$ cat src/rtl/scp_mon_pkg.sv
// Shared types for the store-result monitor: verdict FSM states, failure codes
// and the packing of one log entry.
package scp_mon_pkg;

    typedef enum logic [1:0] {
        RUN  = 2'd0,
        PASS = 2'd1,
        FAIL = 2'd2
    } mon_state_t;

    typedef enum logic [1:0] {
        NONE     = 2'd0,
        BAD_DATA = 2'd1,
        BAD_ADR  = 2'd2,
        TIMEOUT  = 2'd3
    } fail_code_t;

    localparam int LOG_WIDTH = 64;

    function automatic logic [LOG_WIDTH-1:0] pack_entry(input logic [31:0] adr,
                                                        input logic [31:0] data);
        return {adr, data};
    endfunction

endpackage

$ cat src/rtl/store_result_monitor_fifo.sv
// First-word-fall-through synchronous FIFO; pushes to a full FIFO are dropped
// even when a pop happens in the same cycle.
module sync_fifo #(
    parameter int WIDTH = 64,
    parameter int DEPTH = 8
) (
    input  logic             clk,
    input  logic             reset,
    input  logic             push,
    input  logic [WIDTH-1:0] din,
    input  logic             pop,
    output logic [WIDTH-1:0] dout,
    output logic             full,
    output logic             empty
);
    localparam int AW = $clog2(DEPTH);
    localparam int CW = AW + 1;

    logic [WIDTH-1:0] mem_q [DEPTH];
    logic [AW-1:0]    wr_ptr_q, wr_ptr_d;
    logic [AW-1:0]    rd_ptr_q, rd_ptr_d;
    logic [CW-1:0]    count_q, count_d;
    logic             push_ok_s;
    logic             pop_ok_s;

    assign full      = (count_q == CW'(DEPTH));
    assign empty     = (count_q == '0);
    assign push_ok_s = push && !full;
    assign pop_ok_s  = pop && !empty;
    assign dout      = mem_q[rd_ptr_q];

    always_comb begin
        wr_ptr_d = wr_ptr_q;
        rd_ptr_d = rd_ptr_q;
        count_d  = count_q;
        if (push_ok_s) begin
            wr_ptr_d = wr_ptr_q + AW'(1);
        end else begin
            wr_ptr_d = wr_ptr_q;
        end
        if (pop_ok_s) begin
            rd_ptr_d = rd_ptr_q + AW'(1);
        end else begin
            rd_ptr_d = rd_ptr_q;
        end
        count_d = count_q + CW'(push_ok_s) - CW'(pop_ok_s);
    end

    always_ff @(posedge clk) begin
        if (reset) begin
            wr_ptr_q <= '0;
            rd_ptr_q <= '0;
            count_q  <= '0;
        end else begin
            wr_ptr_q <= wr_ptr_d;
            rd_ptr_q <= rd_ptr_d;
            count_q  <= count_d;
        end
    end

    // Storage needs no reset: entries are only visible once counted.
    always_ff @(posedge clk) begin
        if (push_ok_s) begin
            mem_q[wr_ptr_q] <= din;
        end
    end

endmodule

$ cat src/rtl/store_result_monitor.sv
// Watches the processor's store bus, latches a pass/fail verdict and logs every
// store accepted while running into a FIFO drained over a valid/ready stream.
module store_result_monitor
    import scp_mon_pkg::*;
#(
    parameter logic [31:0] DONE_ADR    = 32'd84,
    parameter logic [31:0] EXPECT_DATA = 32'd28,
    parameter logic [31:0] SCRATCH_ADR = 32'd80,
    parameter int          FIFO_DEPTH  = 8,
    parameter int          TIMEOUT_CYC = 4096
) (
    input  logic        clk,
    input  logic        reset,
    input  logic        mem_write,
    input  logic [31:0] data_adr,
    input  logic [31:0] write_data,
    output logic        done,
    output logic        pass,
    output logic        fail,
    output logic [1:0]  fail_code,
    output logic        log_valid,
    input  logic        log_ready,
    output logic [31:0] log_adr,
    output logic [31:0] log_data,
    output logic        overflow
);
    localparam int TW = $clog2(TIMEOUT_CYC) + 1;

    mon_state_t           state_q, state_d;
    fail_code_t           code_q, code_d;
    logic [TW-1:0]        timer_q, timer_d;
    logic                 overflow_q, overflow_d;
    logic                 pass_q, fail_q, done_q;
    logic                 store_s;
    logic                 full_s, empty_s;
    logic [LOG_WIDTH-1:0] head_s;

    assign store_s = mem_write && (state_q == RUN);

    sync_fifo #(
        .WIDTH(LOG_WIDTH),
        .DEPTH(FIFO_DEPTH)
    ) u_log_fifo (
        .clk   (clk),
        .reset (reset),
        .push  (store_s),
        .din   (pack_entry(data_adr, write_data)),
        .pop   (log_ready),
        .dout  (head_s),
        .full  (full_s),
        .empty (empty_s)
    );

    assign log_valid = !empty_s;
    assign log_adr   = head_s[63:32];
    assign log_data  = head_s[31:0];

    // Verdict rules; a store on the timeout cycle takes precedence over timeout.
    always_comb begin
        state_d    = state_q;
        code_d     = code_q;
        timer_d    = timer_q;
        overflow_d = overflow_q | (store_s & full_s);
        case (state_q)
            RUN: begin
                if (mem_write) begin
                    timer_d = '0;
                    if (data_adr == DONE_ADR) begin
                        if (write_data == EXPECT_DATA) begin
                            state_d = PASS;
                        end else begin
                            state_d = FAIL;
                            code_d  = BAD_DATA;
                        end
                    end else if (data_adr == SCRATCH_ADR) begin
                        state_d = RUN;
                    end else begin
                        state_d = FAIL;
                        code_d  = BAD_ADR;
                    end
                end else if (timer_q == TW'(TIMEOUT_CYC - 1)) begin
                    state_d = FAIL;
                    code_d  = TIMEOUT;
                end else begin
                    timer_d = timer_q + TW'(1);
                end
            end
            PASS:    state_d = PASS;
            FAIL:    state_d = FAIL;
            default: begin
                state_d = FAIL;
                code_d  = NONE;
            end
        endcase
    end

    // State, timer and registered verdict outputs.
    always_ff @(posedge clk) begin
        if (reset) begin
            state_q    <= RUN;
            code_q     <= NONE;
            timer_q    <= '0;
            overflow_q <= 1'b0;
            pass_q     <= 1'b0;
            fail_q     <= 1'b0;
            done_q     <= 1'b0;
        end else begin
            state_q    <= state_d;
            code_q     <= code_d;
            timer_q    <= timer_d;
            overflow_q <= overflow_d;
            pass_q     <= (state_d == PASS);
            fail_q     <= (state_d == FAIL);
            done_q     <= (state_d == PASS) || (state_d == FAIL);
        end
    end

    assign done      = done_q;
    assign pass      = pass_q;
    assign fail      = fail_q;
    assign fail_code = code_q;
    assign overflow  = overflow_q;

endmodule

$ cat config.mk
export PLATFORM = sky130hd
export DESIGN_NAME = store_result_monitor
export DESIGN_NICKNAME = d
export VERILOG_FILES = /design/src/rtl/scp_mon_pkg.sv /design/src/rtl/store_result_monitor_fifo.sv /design/src/rtl/store_result_monitor.sv
export SDC_FILE = /design/constraint.sdc
export NUM_CORES = 1
export LEC_CHECK = 0
export ABC_AREA = 1
export BUFFER_PORTS_ARGS = -buffer_cell sky130_fd_sc_hd__buf_2
export CORE_ASPECT_RATIO = 1.25
export CORE_MARGIN = 4
export CORE_UTILIZATION = 32
export CTS_CLUSTER_DIAMETER = 200
export DETAILED_ROUTE_END_ITERATION = 6
export GPL_TIMING_DRIVEN = 0
export PLACE_DENSITY_LB_ADDON = 0.05
export SLEW_MARGIN = 20
export SYNTH_ARGS = -nofsm -noshare
export SYNTH_HDL_FRONTEND = slang
export SYNTH_SLANG_ARGS = --single-unit
$ cat constraint.sdc
create_clock -name clk -period 5.4 [get_ports clk]
set_clock_uncertainty 0.15 [all_clocks]
set_input_delay 0.81 -clock clk [delete_from_list [all_inputs] [get_ports clk]]
set_output_delay 0.81 -clock clk [all_outputs]
set_load 0.02 [all_outputs]
==> results of run 1 <==
-- layer usage --
metal | up-vias | track usage | share of wire
met1 | 6993 | 0.2317 | 0.44
met4 | 2 | 0.03588 | 0.018
met3 | 73 | 0.03341 | 0.048
met5 | - | 0 | 0.00020
li1 | 6760 | - | -
met2 | 273 | 0.3040 | 0.50
-- path summary, 6_finish.rpt --
| path | startpoint | to | slack [ns] | cells after the start |
|---|---|---|---|---|
| worst min-delay path | overflow | overflow | 0.31 | 2 |
| worst max register to register | state_q[1] | u_log_fifo.mem_q[7][62] | 2.26 | 10 |
| worst min register to register | overflow | overflow | 0.31 | 2 |
| worst max-delay path | flip-flop | log_data[10] | 1.38 | 9 |
-- sequential cells by signal (all words and copies together), names as in the netlist, named ones only --
register / count
overflow: 1
pass: 1
timer_q: 13
fail_code: 2
fail: 1
u_log_fifo.count_q: 4
u_log_fifo.mem_q: 512
u_log_fifo.rd_ptr_q: 3
done: 1
state_q: 2
u_log_fifo.wr_ptr_q: 3
-- cells by family after synthesis --
logic type | Yosys count
and+or+nand+nor | 618
DFF | 546
AOI/OAI and AO/OA | 427
buffers and inverters | 147
adders and majority gates | 14
xor gates and xnor gates | 1
-- through the flow --
stage	TNS [ns]	power, mW	hold WS [ns]
after floorplan	0	6.817	0.2831
after CTS	0	12.13	0.3082
after global routing	0	12.55	0.3262
after global placement	-1320.57	8.095	0.2919
after detailed placement	0	8.162	0.2970
final	0	11.92	0.3064
-- cell type report --
| type | count | area, µm² | share of cell area |
|---|---|---|---|
| diodes | 3 | 7.507 | 0.0002887 |
| plain buffers | 102 | 486.7 | 0.01872 |
| repair buffers | 165 | 1381 | 0.05313 |
| clock inverters | 32 | 265.3 | 0.01020 |
| multi-input cells | 1060 | 4967 | 0.1910 |
| well taps | 864 | 1081 | 0.04158 |
| flip-flops and latches | 546 | 16060 | 0.6175 |
| clock buffers | 77 | 1587 | 0.06102 |
| inverters | 45 | 168.9 | 0.006497 |
-- cell usage in the layout (no fill, tap or decap), types with 13 or more instances in the layout --
master     instances
clkinv_1          16
inv_1             43
buf_2            163
nand3_1           15
buf_16            18
a21oi_1           26
nor2_1           514
clkbuf_16         61
o22ai_1           64
dfxtp_1           34
ha_1              13
o21ai_0          266
a31oi_1           64
nand2_1           70
clkbuf_1          72
edfxtp_1         512
-- worst register-to-register path, stage by stage (launching register included) --
cell and delay, ns:
dfxtp_1 0.29, inv_1 0.09, ha_1 0.29, nand2_1 0.18, a31oi_2 0.33, inv_1 0.12, nor2_1 0.14, inv_1 0.18
nor2_4 0.60, buf_16 0.26, buf_12 0.19
-- power by group through the flow --
stage | clock, mW | combinational, mW | sequential, mW
after CTS | 4.05 | 3.20 | 4.88
after global routing | 4.23 | 3.43 | 4.90
after detailed placement | 0 | 3.19 | 4.97
final | 3.93 | 3.10 | 4.88
after floorplan | 0 | 1.83 | 4.99
after global placement | 0 | 3.08 | 5.01
==> metrics.yaml, run 1 <==
status: "finished clean"
synth-seq-area-share: 0.7427
via_count: 14100
grt_start_max_net_pins: 21
worst_ir_drop_vdd_mv: 0.2409
drt.antenna.violating_nets: 0
worst_slew_pin_slew_ns: 0.9415
syn_nets: 1835
area_delta_synth_final_pct: 20.27
stdcell_area_um2: 26000
placedInstanceArea_um2: 24140
power.clock.fraction: 0.330
setup_ws_ns: 1.384
initial_core_util: 0.3228
crit_path_max_incr_delay_ns: 0.50
synth_top_cell_area_share: 0.7112
cp.buffers_inverters: 5
holdCritPathClass: "flip-flop to flip-flop"
final_layout_size_suffix_gt1_frac: 0.1480
startpoint_type: "flip-flop"
numClockSinks: 546
crit_required_ns: 4.44
synth_fa_ha_area_frac: 0.008450
net-switching-power_mw: 3.872
gp_congestion: 0.7828
critical_path.cell_chain: "inv_2 -> buf_6 -> buf_6 -> clkbuf_1 -> o21ai_0 -> o22ai_1 -> nor2_1 -> a31oi_1 -> buf_2"
slowest_stage: "clkbuf_1"
report.final.hold_viol_count: 0
clkLatencyLatePin_ns: 0.60
yosysMostFrequentCell: "nor2_1"
post_synth_mux_area_share: 0
power.share.sequential: 0.410
io-pin-count: 139
netlist_area_um2: 21620
synth_area_leaders: "edfxtp_1, nor2_1, o21ai_0, dfxtp_1, a31oi_1"
cts.clk_slew.worst_paths_ns: 0.06
grt_overflow: 0
synth_edf_count: 512
cp_common_cell: "buf_6"
timing.final.crit_period_ns: 4.016
cts_tree: "done"
area_fraction_in_compound_gates_after_synthesis: 0.1077
number_of_detailed_routing_iterations_run_before_antenna_repair: 6
dieWidth_um: 240.5
synthSimpleGateAreaFrac: 0.1105
crit_family: "buffers and inverters"
internal_power_mw: 8.043
post-place-ws_ns: 1.895
netSwitchingFraction: 0.3250
core.rowCount: 106
yosys_most_used_dff: "edfxtp_1"
placedCellCount: 2782
routed_wirelength_um: 64310
htreeDepth: 2
setup.worst_path.class: "flip-flop to output port"
final-setup-viol-count: 0
synthXorXnorAreaFrac: 0.0004051
clock_tree.buffer_depth: 3
yosysWarningCount: 0
synth-seq-cells: 546
power.density_nw_per_um2: 458.3
fin_crit_sh: 0.7436
worstSetupEndpointType: "output port"
max_slew_margin: 0.3723
wl_per_cell_um: 22.22
floorplan.die.height_um: 298.6
synth_top_cells_by_count: "nor2_1, edfxtp_1, o21ai_0"
groute.usage.overall: 0.1759
post_cts_resized: 0
final_util: 0.3882
cts.root.buffer_cell: "clkbuf_16"
drc: 0
post_cts_hold_buffer_count: 0
place_hpwl_um: 42980
report.final.slew_viol_count: 0
fillerInstances: 6510
routed_via_density: 4.872
synth_cell_type_count: 34
leakagePower_nw: 8.847
fmaxAchievable_mhz: 249.0
syn_avg_cell_area_um2: 12.33
critical_path_arrival_ns: 3.06
synth_top_cell_by_area: "edfxtp_1"
synthesis.instances: 1753
async_sr_flop_fraction: 0
grt_first_pass_wirelength_um: 94550
grt_antenna_before_repair: 5
rsz_0062_raised_after_global_routing: "false"
post_layout_cell_count: 2894
comb_power_share: 0.260
floorplan.die_area_um2: 71800
maxcap_violations: 0
via_count_of_the_first_global_routing_pass: 14240
largest_family_of_logic_cells_by_synthesized_area: "simple AND/OR/NAND/NOR gates"
finalNetCount: 2061
detailedRoute.firstIterationViolations: 982
crit_path_max_fanout: 10
coreArea_um2: 66980
buffer_ports.inserted: 137
post_cts.repair.setup_buffers: 0
cts_inserted_buffers: 59
No activity file was read; power rests on OpenSTA's default activity.
==> run 2: changes to the inputs <==
- ABC_AREA: 1 -> 0
- clock period: 5.4 -> 3.4 ns (I/O delays scaled with it)
==> metrics.yaml, run 2 <==
status: "finished clean"  # unchanged
synth_top_cell_area_share: 0.7327  # was 0.7112
placedInstanceArea_um2: 23710  # was 24,140 µm²
yosys_most_used_dff: "edfxtp_1"  # unchanged
clkLatencyLatePin_ns: 0.58  # was 0.60 ns
final-setup-viol-count: 0  # unchanged
comb_power_share: 0.221  # was 0.260
yosysMostFrequentCell: "edfxtp_1"  # was nor2_1
synth_top_cells_by_count: "edfxtp_1, mux4_2, mux2_2"  # was nor2_1, edfxtp_1, o21ai_0
place_hpwl_um: 36060  # was 42,980 µm
setup_ws_ns: 0.1322  # was 1.384 ns
drc: 0  # unchanged
post_cts_hold_buffer_count: 0  # unchanged
yosysWarningCount: 0  # unchanged
layout_commonest_cell: "edfxtp_1"  # was nor2_1
crit_path_max_fanout: 10  # unchanged
power.clock.fraction: 0.354  # was 0.330
post_layout_cell_count: 2100  # was 2,894
reg2reg_from: "state_q[0]"  # was state_q[1]
via_count_of_the_first_global_routing_pass: 11050  # was 14,240
grt_overflow: 0  # unchanged
gp_congestion: 0.7190  # was 0.7828
synth_edf_count: 512  # unchanged
power.density_nw_per_um2: 701.6  # was 458.3 nW/µm²
worst_slew_pin_slew_ns: 1.128  # was 0.9415 ns
wl_per_cell_um: 25.38  # was 22.22 µm
floorplan.die_area_um2: 69760  # was 71,800 µm²
coreArea_um2: 64670  # was 66,980 µm²
synth_fa_ha_area_frac: 0.008706  # was 0.008450
multi_input_comb_area_um2: 4782  # was 4967 µm²
routed_wirelength_um: 53310  # was 64,310 µm
reg_top3: "u_log_fifo.mem_q x512, timer_q x13, u_log_fifo.count_q x4"  # unchanged
cts_tree: "done"  # unchanged
floorplan.die.height_um: 294.3  # was 298.6 µm
stdcell_area_um2: 25690  # was 26,000 µm²
final_util: 0.3973  # was 0.3882
grt_antenna_before_repair: 7  # was 5
grt_first_pass_wirelength_um: 78470  # was 94,550 µm
routed_via_density: 4.849  # was 4.872
cts.clk_slew.worst_paths_ns: 0.07  # was 0.06 ns
synth_cell_type_count: 48  # was 34
final_layout_size_suffix_gt1_frac: 0.4155  # was 0.1480
internal_power_mw: 13.24  # was 8.043 mW
ff_to_ff_setup_slack_ns: 0.46  # was 2.26 ns
net-switching-power_mw: 4.785  # was 3.872 mW
critical_path_arrival_ns: 2.61  # was 3.06 ns
grt_start_max_net_pins: 19  # was 21
hold-worst-slack_ns: 0.05421  # was 0.3064 ns
synth_area_leaders: "edfxtp_1, mux4_2, mux2_2, dfxtp_1, ha_1"  # was edfxtp_1, nor2_1, o21ai_0, dfxtp_1, a31oi_1
synth_top_cell_by_area: "edfxtp_1"  # unchanged
buffer_ports.inserted: 138  # was 137
syn_avg_cell_area_um2: 21.86  # was 12.33 µm²
maxcap_violations: 0  # unchanged
crit_required_ns: 2.74  # was 4.44 ns
worst_ir_drop_vdd_mv: 0.3874  # was 0.2409 mV
largest_register_ffs: 512  # unchanged
report.final.hold_viol_count: 0  # unchanged
holdCritPathClass: "input pin to flip-flop"  # was flip-flop to flip-flop
rsz_0062_raised_after_global_routing: "true"  # was false
syn_nets: 1042  # was 1,835
hold_start: "data_adr[27]"  # was overflow
area_fraction_in_compound_gates_after_synthesis: 0.01306  # was 0.1077
number_of_detailed_routing_iterations_run_before_antenna_repair: 4  # was 6
report.final.slew_viol_count: 0  # unchanged
synth-seq-area-share: 0.7652  # was 0.7427
cts_inserted_buffers: 56  # was 59
synthXorXnorAreaFrac: 0.002504  # was 0.0004051
most-common-layout-cells: "edfxtp_1, buf_2, mux4_2"  # was nor2_1, edfxtp_1, o21ai_0
clock_tree.buffer_depth: 3  # unchanged
async_sr_flop_fraction: 0  # unchanged
synth-seq-cells: 546  # unchanged
drt.antenna.violating_nets: 0  # unchanged
slowest_stage: "clkdlybuf4s18_2"  # was clkbuf_1
detailedRoute.firstIterationViolations: 689  # was 982
placedCellCount: 1994  # was 2,782
groute.usage.overall: 0.1526  # was 0.1759
startpoint_type: "flip-flop"  # unchanged
io-pin-count: 139  # unchanged
regMostFlops: "u_log_fifo.mem_q"  # unchanged
netlist_area_um2: 20980  # was 21,620 µm²
via_count: 10180  # was 14,100
post_synth_mux_area_share: 0.1727  # was 0
area_delta_synth_final_pct: 22.46  # was 20.27%
htreeDepth: 2  # unchanged
largest_family_of_logic_cells_by_synthesized_area: "multiplexers"  # was simple AND/OR/NAND/NOR gates
max_slew_margin: 0.2410  # was 0.3723
initial_core_util: 0.3244  # was 0.3228
leakagePower_nw: 8.294  # was 8.847 nW
fin_crit_sh: 0.9611
fmaxAchievable_mhz: 306.0
netSwitchingFraction: 0.2654  # was 0.3250
post-place-ws_ns: 0.1169  # was 1.895 ns
fillerInstances: 5817  # was 6,510
fin_total_pwr_mw: 18.03  # was 11.92 mW
synthSimpleGateAreaFrac: 0.02570  # was 0.1105
finalNetCount: 1285  # was 2,061
timing.final.crit_period_ns: 3.268
final.setup.tns_ns: 0  # unchanged
sequential_cell_area_um2: 16060  # about the same
critical_path.cell_chain: "clkbuf_2 -> clkdlybuf4s18_2 -> mux4_2 -> mux2_2 -> buf_2"  # was inv_2 -> buf_6 -> buf_6 -> clkbuf_1 -> o21ai_0 -> o22ai_1 -> nor2_1 -> a31oi_1 -> buf_2
setup.worst_path.class: "flip-flop to output port"  # unchanged
synthesis.instances: 960  # was 1,753
crit_path_max_incr_delay_ns: 0.51  # was 0.50 ns
core.rowCount: 104  # was 106
numClockSinks: 546  # unchanged
worstSetupEndpointType: "output port"  # unchanged
power.share.sequential: 0.425  # was 0.410
dieWidth_um: 237.0  # was 240.5 µm
cts.root.buffer_cell: "clkbuf_16"  # unchanged
-- run 2: cell count changes in the layout (fill, tap and decap cells not counted), moves of 11 or more --
cell,before,now
o22ai_1,64,1
a31oi_1,64,3
clkbuf_1,72,12
nor4_1,0,11
mux2_2,0,64
mux4_2,0,128
nor2_1,514,23
nand2_1,70,10
o21ai_0,266,3
buf_2,163,147
inv_1,43,13
buf_8,0,20
-- run 2: final cells by class --
class	count	share of cell area
Antenna cell	3	0.0002922
Buffer	42	0.01081
Clock buffer	66	0.05683
Clock inverter	38	0.01699
Inverter	16	0.002337
Multi-Input combinational cell	355	0.1861
Sequential cell	546	0.6249
Tap cell	848	0.04129
Timing Repair Buffer	186	0.06043
-- run 2: logic make-up after synthesis --
family / after synthesis
adders and majority gates: 14
xor gates and xnor gates: 6
buffers and inverters: 59
AOI/OAI and AO/OA: 42
and+or+nand+nor: 99
muxes: 194
DFF: 546
-- run 2: worst max-delay path: cells and delay by family, from the launching register on --
kind	cells	cell delay, ns
multiplexers	2	0.65
flip-flops	1	0.32
buffers and inverters	3	1.03
-- run 2: path summary, 6_finish.rpt --
kind,to,cells after the start
worst max-delay path,log_adr[15],5
worst min register to register,overflow,2
worst min-delay path,u_log_fifo.mem_q[7][59],1
worst max register to register,u_log_fifo.mem_q[2][41],10
-- run 2: routing by layer --
metal	global-route usage	up-vias	share of wire
met2	0.2539	172	0.49
met3	0.03453	69	0.049
met5	0	-	0.00092
met4	0.03134	8	0.016
met1	0.2081	5414	0.44
li1	-	4519	-
-- run 2: repair_timing --
action / 4_1_cts / 5_1_grt
endpoints found under the setup margin: 64 / 10
pin swaps: 0 / 0
gates resized for setup: 39 / 5
setup buffers: 0 / 0
-- run 2: power by group through the flow --
stage / clock network [mW] / logic, mW / registers [mW]
detailed placement: 0 / 4.07 / 7.80
finish: 6.39 / 3.98 / 7.65
floorplan: 0 / 2.68 / 7.79
CTS: 6.60 / 4.14 / 7.66
global route: 6.88 / 4.35 / 7.67
global placement: 0 / 3.99 / 7.82
